[src/rtl/sb_pkg.sv]
// sb_pkg: shared widths, limits and types for the register scoreboard.
//   ADDR_W  register address width
//   NREG    architectural registers tracked (2**ADDR_W)
//   CNT_W   per-register pending-write counter width
//   CNT_MAX saturation value of a pending-write counter
package sb_pkg;
  localparam int ADDR_W = 4;
  localparam int NREG = 1 << ADDR_W;
  localparam int CNT_W = 2;
  typedef logic [ADDR_W-1:0] reg_addr_t;
  typedef logic [CNT_W-1:0] sb_cnt_t;
  localparam sb_cnt_t CNT_MAX = '1;
endpackage

[src/rtl/sb_entry.sv]
// sb_entry: pending-write counter for one architectural register.
//   clk       in   clock, rising edge
//   rst       in   asynchronous active-low reset
//   flush     in   clear the counter at the next edge
//   inc       in   an instruction writing this register issues
//   dec       in   WB retires a write to this register (raw, ungated)
//   cnt       out  current pending-write count
//   busy      out  cnt != 0
//   at_max    out  cnt == CNT_MAX
//   err_pulse out  retire with nothing pending, or increment at saturation
module sb_entry
  import sb_pkg::*;
(
  input  logic             clk,
  input  logic             rst,
  input  logic             flush,
  input  logic             inc,
  input  logic             dec,
  output logic [CNT_W-1:0] cnt,
  output logic             busy,
  output logic             at_max,
  output logic             err_pulse
);
  sb_cnt_t cnt_q, cnt_d;
  logic dec_ok, up, dn;
  assign busy = cnt_q != '0;
  assign at_max = cnt_q == CNT_MAX;
  // A retire only counts when something is pending; same-cycle inc and dec cancel.
  assign dec_ok = dec & busy;
  assign up = inc & ~dec_ok;
  assign dn = dec_ok & ~inc;
  assign err_pulse = (dec & ~busy) | (up & at_max);
  assign cnt = cnt_q;
  always_comb begin
    cnt_d = flush ? '0 : (up & ~at_max) ? cnt_q + 1'b1 : dn ? cnt_q - 1'b1 : cnt_q;
  end
  always_ff @(posedge clk or negedge rst) begin
    if (!rst) cnt_q <= '0;
    else cnt_q <= cnt_d;
  end
endmodule

[src/rtl/reg_scoreboard.sv]
// reg_scoreboard: per-register pending-write scoreboard between ID and EXE.
//   clk        in   clock, rising edge
//   rst        in   asynchronous active-low reset
//   flush      in   clear all pending state (pipeline restart)
//   id_valid   in   ID holds a valid instruction
//   id_wb_en   in   ID instruction writes a register
//   id_dest    in   ID destination register
//   id_two_src in   src2 is a real operand
//   id_src1    in   first source register
//   id_src2    in   second source register
//   wb_valid   in   WB retires a register write this cycle
//   wb_dest    in   retired destination
//   stall      out  hold IF/ID, bubble into EXE
//   busy_vec   out  bit r set while register r has writes pending
//   sb_err     out  sticky overflow / retire-without-pending flag
// Optional macro SB_WB_BYPASS_EN: a source with exactly one pending write that
// is retiring this cycle is not treated as busy (register file writes first half).
module reg_scoreboard
  import sb_pkg::*;
(
  input  logic              clk,
  input  logic              rst,
  input  logic              flush,
  input  logic              id_valid,
  input  logic              id_wb_en,
  input  logic [ADDR_W-1:0] id_dest,
  input  logic              id_two_src,
  input  logic [ADDR_W-1:0] id_src1,
  input  logic [ADDR_W-1:0] id_src2,
  input  logic              wb_valid,
  input  logic [ADDR_W-1:0] wb_dest,
  output logic              stall,
  output logic [NREG-1:0]   busy_vec,
  output logic              sb_err
);
  sb_cnt_t cnt_w [NREG];
  logic [NREG-1:0] max_w, err_w, inc_w, dec_w;
  logic src1_busy, src2_busy, issue_fire, sb_err_q, sb_err_d;
`ifdef SB_WB_BYPASS_EN
  assign src1_busy = cnt_w[id_src1] != '0 && !(wb_valid && wb_dest == id_src1 && cnt_w[id_src1] == sb_cnt_t'(1));
  assign src2_busy = cnt_w[id_src2] != '0 && !(wb_valid && wb_dest == id_src2 && cnt_w[id_src2] == sb_cnt_t'(1));
`else
  assign src1_busy = cnt_w[id_src1] != '0;
  assign src2_busy = cnt_w[id_src2] != '0;
`endif
  // The at_max term turns a saturating write-after-write into a stall.
  assign stall = id_valid & (src1_busy | (id_two_src & src2_busy) | (id_wb_en & max_w[id_dest]));
  assign issue_fire = id_valid & id_wb_en & ~stall & ~flush;
  for (genvar i = 0; i < NREG; i++) begin : g_ent
    assign inc_w[i] = issue_fire & (id_dest == reg_addr_t'(i));
    assign dec_w[i] = wb_valid & ~flush & (wb_dest == reg_addr_t'(i));
    sb_entry u_ent (
      .clk      (clk),
      .rst      (rst),
      .flush    (flush),
      .inc      (inc_w[i]),
      .dec      (dec_w[i]),
      .cnt      (cnt_w[i]),
      .busy     (busy_vec[i]),
      .at_max   (max_w[i]),
      .err_pulse(err_w[i])
    );
  end
  always_comb begin
    sb_err_d = sb_err_q | (|err_w);
  end
  always_ff @(posedge clk or negedge rst) begin
    if (!rst) sb_err_q <= 1'b0;
    else sb_err_q <= sb_err_d;
  end
  assign sb_err = sb_err_q;
endmodule

[config.mk]
export PLATFORM = sky130hd
export DESIGN_NAME = reg_scoreboard
export DESIGN_NICKNAME = d
export VERILOG_FILES = /design/src/rtl/sb_pkg.sv /design/src/rtl/sb_entry.sv /design/src/rtl/reg_scoreboard.sv
export SDC_FILE = /design/constraint.sdc
export NUM_CORES = 1
export LEC_CHECK = 0
export ABC_CLOCK_PERIOD_IN_PS = 7700
export BUFFER_PORTS_ARGS = -buffer_cell sky130_fd_sc_hd__buf_4
export CORE_ASPECT_RATIO = 1.1
export CORE_MARGIN = 2
export CORE_UTILIZATION = 45
export CTS_CLUSTER_SIZE = 30
export DETAILED_ROUTE_END_ITERATION = 8
export HOLD_SLACK_MARGIN = 0.15
export PLACE_DENSITY = 0.7
export SLEW_MARGIN = 20
export SYNTH_ARGS = -nofsm -noshare
export SYNTH_HDL_FRONTEND = slang
export SYNTH_SLANG_ARGS = --single-unit
[constraint.sdc]
create_clock -name clk -period 7.7 [get_ports clk]
set_input_delay 0.77 -clock clk [delete_from_list [all_inputs] [get_ports clk]]
set_output_delay 0.77 -clock clk [all_outputs]
set_load 0.03 [all_outputs]
Word level (Yosys, flattened, before mapping)
Index checks and enable logic that the tools add are counted.

operators by class
  $add $sub $neg = 32
  order comparisons = 3
  eq/ne operators = 46
  muxes and demuxes = 56
  bitwise logic cells = 222
  reduce and logical (&&, ||, !) cells = 37

operators with widths
  kind                                                         count
  AND 1 bit                                                    135
  2-to-1 mux 2 bit                                             52
  NOT 1 bit                                                    66
  == test 4 bit (second input constant)                        16
  nonzero test 3 bit                                           16
  nonzero test 2 bit                                           18
  adder 2 x 1 -> 2 bit (second input constant)                 16
  == test 2 bit (second input constant)                        16
  == test 4 x 3 -> 1 bit (second input constant)               8
  subtractor 2 x 1 -> 2 bit (second input constant)            16
  OR 1 bit                                                     19
  binary-select mux 2 bit (select 4 bit)                       2
  == test 4 x 2 -> 1 bit (second input constant)               4
  OR reduction 16 bit                                          1
  greater-or-equal comparator 5 bit (second input constant)    2
  NOT 4 -> 5 bit                                               2
  == test 4 x 1 -> 1 bit (second input constant)               2
  logical NOT 4 bit                                            2
  less-than comparator 4 x 5 -> 1 bit (second input constant)  1
  binary-select mux 1 bit (select 4 bit)                       1
  2-to-1 mux 1 bit                                             1

word-level totals
  flip-flop bits (word level) = 33
  input bits = 23
  output and inout port bits = 18

Depth between registers and ports, before layout
  depth in word-level cells = 18
  depth in mapped cells = 10
  mapped depth without buffers = 8

Cells and area by module
Synthesis repeated with hierarchy kept, for this count alone.

second synthesis, totals
  cells, all modules = 432
  area total of the unflattened synthesis = 3428.3 um^2

by module, submodules not included
  module          instances  cells each  area an instance (um^2)  seq. area each (um^2)
  sb_entry        16         17          138.9                    50.0
  reg_scoreboard  1          160         1206.2                   25.0

Worst setup path after synthesis
No wires, ideal clock.

  path kind = input to output
  start point = input port id_dest[0]
  end point = output port stall
  arrival = 3.005 ns
  required time = 6.930 ns
  setup slack = 3.925 ns
  stages on the path = 8
  cells stage by stage = clkbuf_1 -> nand2b_1 -> a21oi_1 -> o41ai_1 -> o211ai_1 -> clkbuf_1 -> and2_1 -> a21boi_0

between the ends
  word-level cells in the longest chain between the ends = 5

RTL lines
  what                                    RTL line              source
  from (decl)                             reg_scoreboard.sv:26  input logic [ADDR_W-1:0] id_dest,
  binary-select mux 1 bit (select 4 bit)  reg_scoreboard.sv:47  assign stall = id_valid & (src1_busy | (id_two_src & src2_busy) | (id_wb_en & max_w[id_dest]));
  2-to-1 mux 1 bit (not written as such)  reg_scoreboard.sv:47
  AND 1 bit                               reg_scoreboard.sv:47
  OR 1 bit                                reg_scoreboard.sv:47
  AND 1 bit                               reg_scoreboard.sv:47
  to (decl)                               reg_scoreboard.sv:32  output logic stall,

Every way passes these cells. The select of a mux whose other input is x is not followed.

Final worst setup path
  start point = input port id_src2[2]
  end point = output port stall

between the ends
  word-level cells in the longest chain between the ends = 9

RTL lines
  what                                                  RTL line              source
  from (decl)                                           reg_scoreboard.sv:29  input logic [ADDR_W-1:0] id_src2,
  NOT 4 -> 5 bit (not written as such)                  reg_scoreboard.sv:44  assign src2_busy = cnt_w[id_src2] != '0;
  binary-select mux 2 bit (select 4 bit)                reg_scoreboard.sv:44
  2-to-1 mux 2 bit (not written as such) (2 in series)  reg_scoreboard.sv:44
  nonzero test 2 bit                                    reg_scoreboard.sv:44
  AND 1 bit                                             reg_scoreboard.sv:47
  OR 1 bit (2 in series)                                reg_scoreboard.sv:47
  AND 1 bit                                             reg_scoreboard.sv:47

Every way passes these cells. The select of a mux whose other input is x is not followed.

==> results.sh <==
export IMPL_status="finished clean"
export IMPL_rsz0062_at_grt="false"
export IMPL_die_area_um2=7170
export IMPL_clkTransAtPathRegs_ns=0.07
export IMPL_placed_area_um2=3130
export IMPL_timing_final_crit_share_pct=47.9
export IMPL_antenna_found_initial=0
export IMPL_cts_resized=0
export IMPL_peakVddDrop_uv=59.7
export IMPL_most_common_layout_cells="40 x buf_4, 36 x nor2_1, 33 x dfrtp_1, 32 x nand2_1, 25 x nor3_1"
export IMPL_hp_class="in2async"
export IMPL_internal_power_mw=0.258
export IMPL_design_area_um2=3210
export IMPL_swShare_pct=28.4
export IMPL_place_congestion=0.904
export IMPL_yosysTopAreaCellShare_pct=28.2
export IMPL_drc=0
export IMPL_clock_sinks=33
export IMPL_drive_gt1_share_pct=19.3
export IMPL_clkPwrFrac_pct=35.5
export IMPL_reg2reg_depth=7
export IMPL_hold_ws_ns=0.426
export IMPL_syn_inst=365
export IMPL_dieHeight_um=88.6
export IMPL_setup_viol=0
export IMPL_end_kind="output pin"
export IMPL_finalHoldViolCount=0
export IMPL_num_fill_cells=622
export IMPL_r2r_start="g_ent[6].u_ent.cnt[1]$_DFFE_PN0P_"
export IMPL_drtIter0Drc=240
export IMPL_htree_levels=2
export IMPL_cap_violations=0
export IMPL_critPathKind="in2out"
export IMPL_cts_tree="yes"
export IMPL_io_pins=41
export IMPL_clock_skew_ns=0.00584
export IMPL_seq_area_frac_synth_pct=28.2
export IMPL_diodes=0
export IMPL_required_ns=6.93
export IMPL_cts_root_buf="clkbuf_8"
export IMPL_avgSynthCellArea_um2=8.03
export IMPL_clock_latency_ns=0.29
export IMPL_synth_edf_count=0
export IMPL_crit_path_start="id_src2[2]"
export IMPL_wire_per_inst_um=18.5
export IMPL_slew_viol_final=0
export IMPL_rows=30
export IMPL_grt_pass1_vias=2682
export IMPL_start_util_pct=47.0
export IMPL_r2r_slack_ns=4.62
export IMPL_min_period_ns=3.69
export IMPL_detail_route_antenna_nets=0
export IMPL_grt_usage_pct=25.0
export IMPL_crit_path_start_kind="input pin"
export IMPL_coreArea_um2=6230
export IMPL_leakage_nw=1.29
export IMPL_cellPowerDensity_nw_per_um2=112
export IMPL_mappedNetlistArea_um2=2930
export IMPL_synthesis_nets=388
export IMPL_p_switching_mw=0.102
export IMPL_gr_total_overflow=0
export IMPL_grt_pass1_wl_mm=13.6
export IMPL_ys_types=53
export IMPL_post_cts_buffers=0
export IMPL_crit_path_max_fanout=18
export IMPL_reg2reg_to="g_ent[12].u_ent.cnt[1]$_DFFE_PN0P_"
export IMPL_endpoint="stall"
export IMPL_arrival_ns=2.92
export IMPL_ys_warn_count=0
export IMPL_vias_per_cell=6.20
export IMPL_fmax_ghz=0.271
export IMPL_final_common_cell="buf_4"
export IMPL_grt_max_degree=39
export IMPL_synth_area_top_cells="dfrtp_1 28%, mux4_2 6.9%, buf_4 4.9%"
export IMPL_fin_total_pwr_mw=0.360
export IMPL_drt_wl_total_mm=8.46
export IMPL_drt_first_pass_iters=5
export IMPL_ctsHoldBuffers=0
export IMPL_synth_top_cell_by_area="dfrtp_1"
export IMPL_worstMarginPinSlew_ns=0.991
export IMPL_setup_tns_ns=0
export IMPL_ys_seq_elements=33
export IMPL_dp_final_hpwl_mm=6.34
export IMPL_via_count=2840
export IMPL_synth_ff_type="dfrtp_1"
export IMPL_seq_power_share_pct=48.4
export IMPL_die_w_um=80.9
export IMPL_async_flop_share_pct=100
export IMPL_io_buffers=40
export IMPL_slew_headroom_pct=33.7
export IMPL_power_frac_comb_pct=16.1
export IMPL_cts_path_max_buffers=2
export IMPL_areaGrowthSynthToFinish_pct=9.39
export IMPL_numCtsBuffers=5
export IMPL_fin_nets=400
==> flip-flops by register name (all words and copies together) (netlist names) <==
name             flops
g_ent.u_ent.cnt     32
sb_err               1
==> through the flow <==
stage / util (%) / instances / setup WS (ns)
finish: 51.4 / 458 / 4.01
global route: 51.4 / 458 / 3.79
CTS: 51.4 / 458 / 4.03
detailed placement: 50.2 / 450 / 4.04
global placement: 50.2 / 450 / 4.08
floorplan: - / 365 / 3.93
==> metal layers <==
metal  track usage (%)  part of all wire, %  vias up
met4              12.2                  3.4        0
li1                  -                    -     1340
met2              41.6                   47      164
met3              3.47                  8.2       31
met5                 0                    0        -
met1              32.1                   41     1305
==> synth_stat cells (8+ instances only) <==
master     n
a21oi_1   22
buf_4     19
clkbuf_1  13
dfrtp_1   33
inv_1     15
mux4_2     9
nand2_1   32
nand2b_1   8
nand4_1   15
nor2_1    36
nor3_1    25
nor3b_1    8
o21ai_0   17
or2_2      9
xnor2_1   13
==> power by group through the flow <==
stage	logic [mW]	clock network, mW	registers [mW]
final	0.0580	0.128	0.174
after global routing	0.0632	0.137	0.174
after CTS	0.0573	0.132	0.174
after detailed placement	0.0570	0	0.177
after global placement	0.0561	0	0.177
after floorplan	0.0346	0	0.177
==> cell families after synthesis <==
| logic type | count (synthesis) | synth area share [%] |
|---|---|---|
| AO/OA/AOI/OAI | 80 | 18.1 |
| XOR/XNOR | 15 | 4.48 |
| buffers and inverters | 50 | 8.92 |
| flip-flops | 33 | 28.2 |
| multiplexers | 11 | 7.60 |
| AND/OR/NAND/NOR | 176 | 32.7 |
==> worst min path at each step <==
stage / slack (ns) / end / startpoint / depth (start not counted)
final: 0.43 / g_ent[6].u_ent.cnt[0]$_DFFE_PN0P_ / rst / 1
after global routing: 0.46 / g_ent[7].u_ent.cnt[1]$_DFFE_PN0P_ / rst / 1
after CTS: 0.45 / g_ent[6].u_ent.cnt[0]$_DFFE_PN0P_ / rst / 1
after detailed placement: 0.52 / sb_err$_DFF_PN0_ / sb_err$_DFF_PN0_ / 2
after global placement: 0.52 / sb_err$_DFF_PN0_ / sb_err$_DFF_PN0_ / 2
after floorplan: 0.47 / g_ent[0].u_ent.cnt[0]$_DFFE_PN0P_ / rst / 0
==> worst max-delay path, cell delays in order <==
cell       delay (ns)
buf_4            0.11
inv_1            0.16
mux4_2           0.54
a2111oi_2        0.37
a311o_1          0.55
a21boi_0         0.20
buf_4            0.22
==> layout make-up <==
type,count,area (um2),area share (%)
Multi-Input combinational cell,282,1840,57.5
Sequential cell,33,826,25.8
Timing Repair Buffer,40,300,9.37
Tap cell,80,100,3.12
Clock buffer,8,80.1,2.50
Inverter,15,56.3,1.76
No activity file was read; power rests on OpenSTA's default activity.
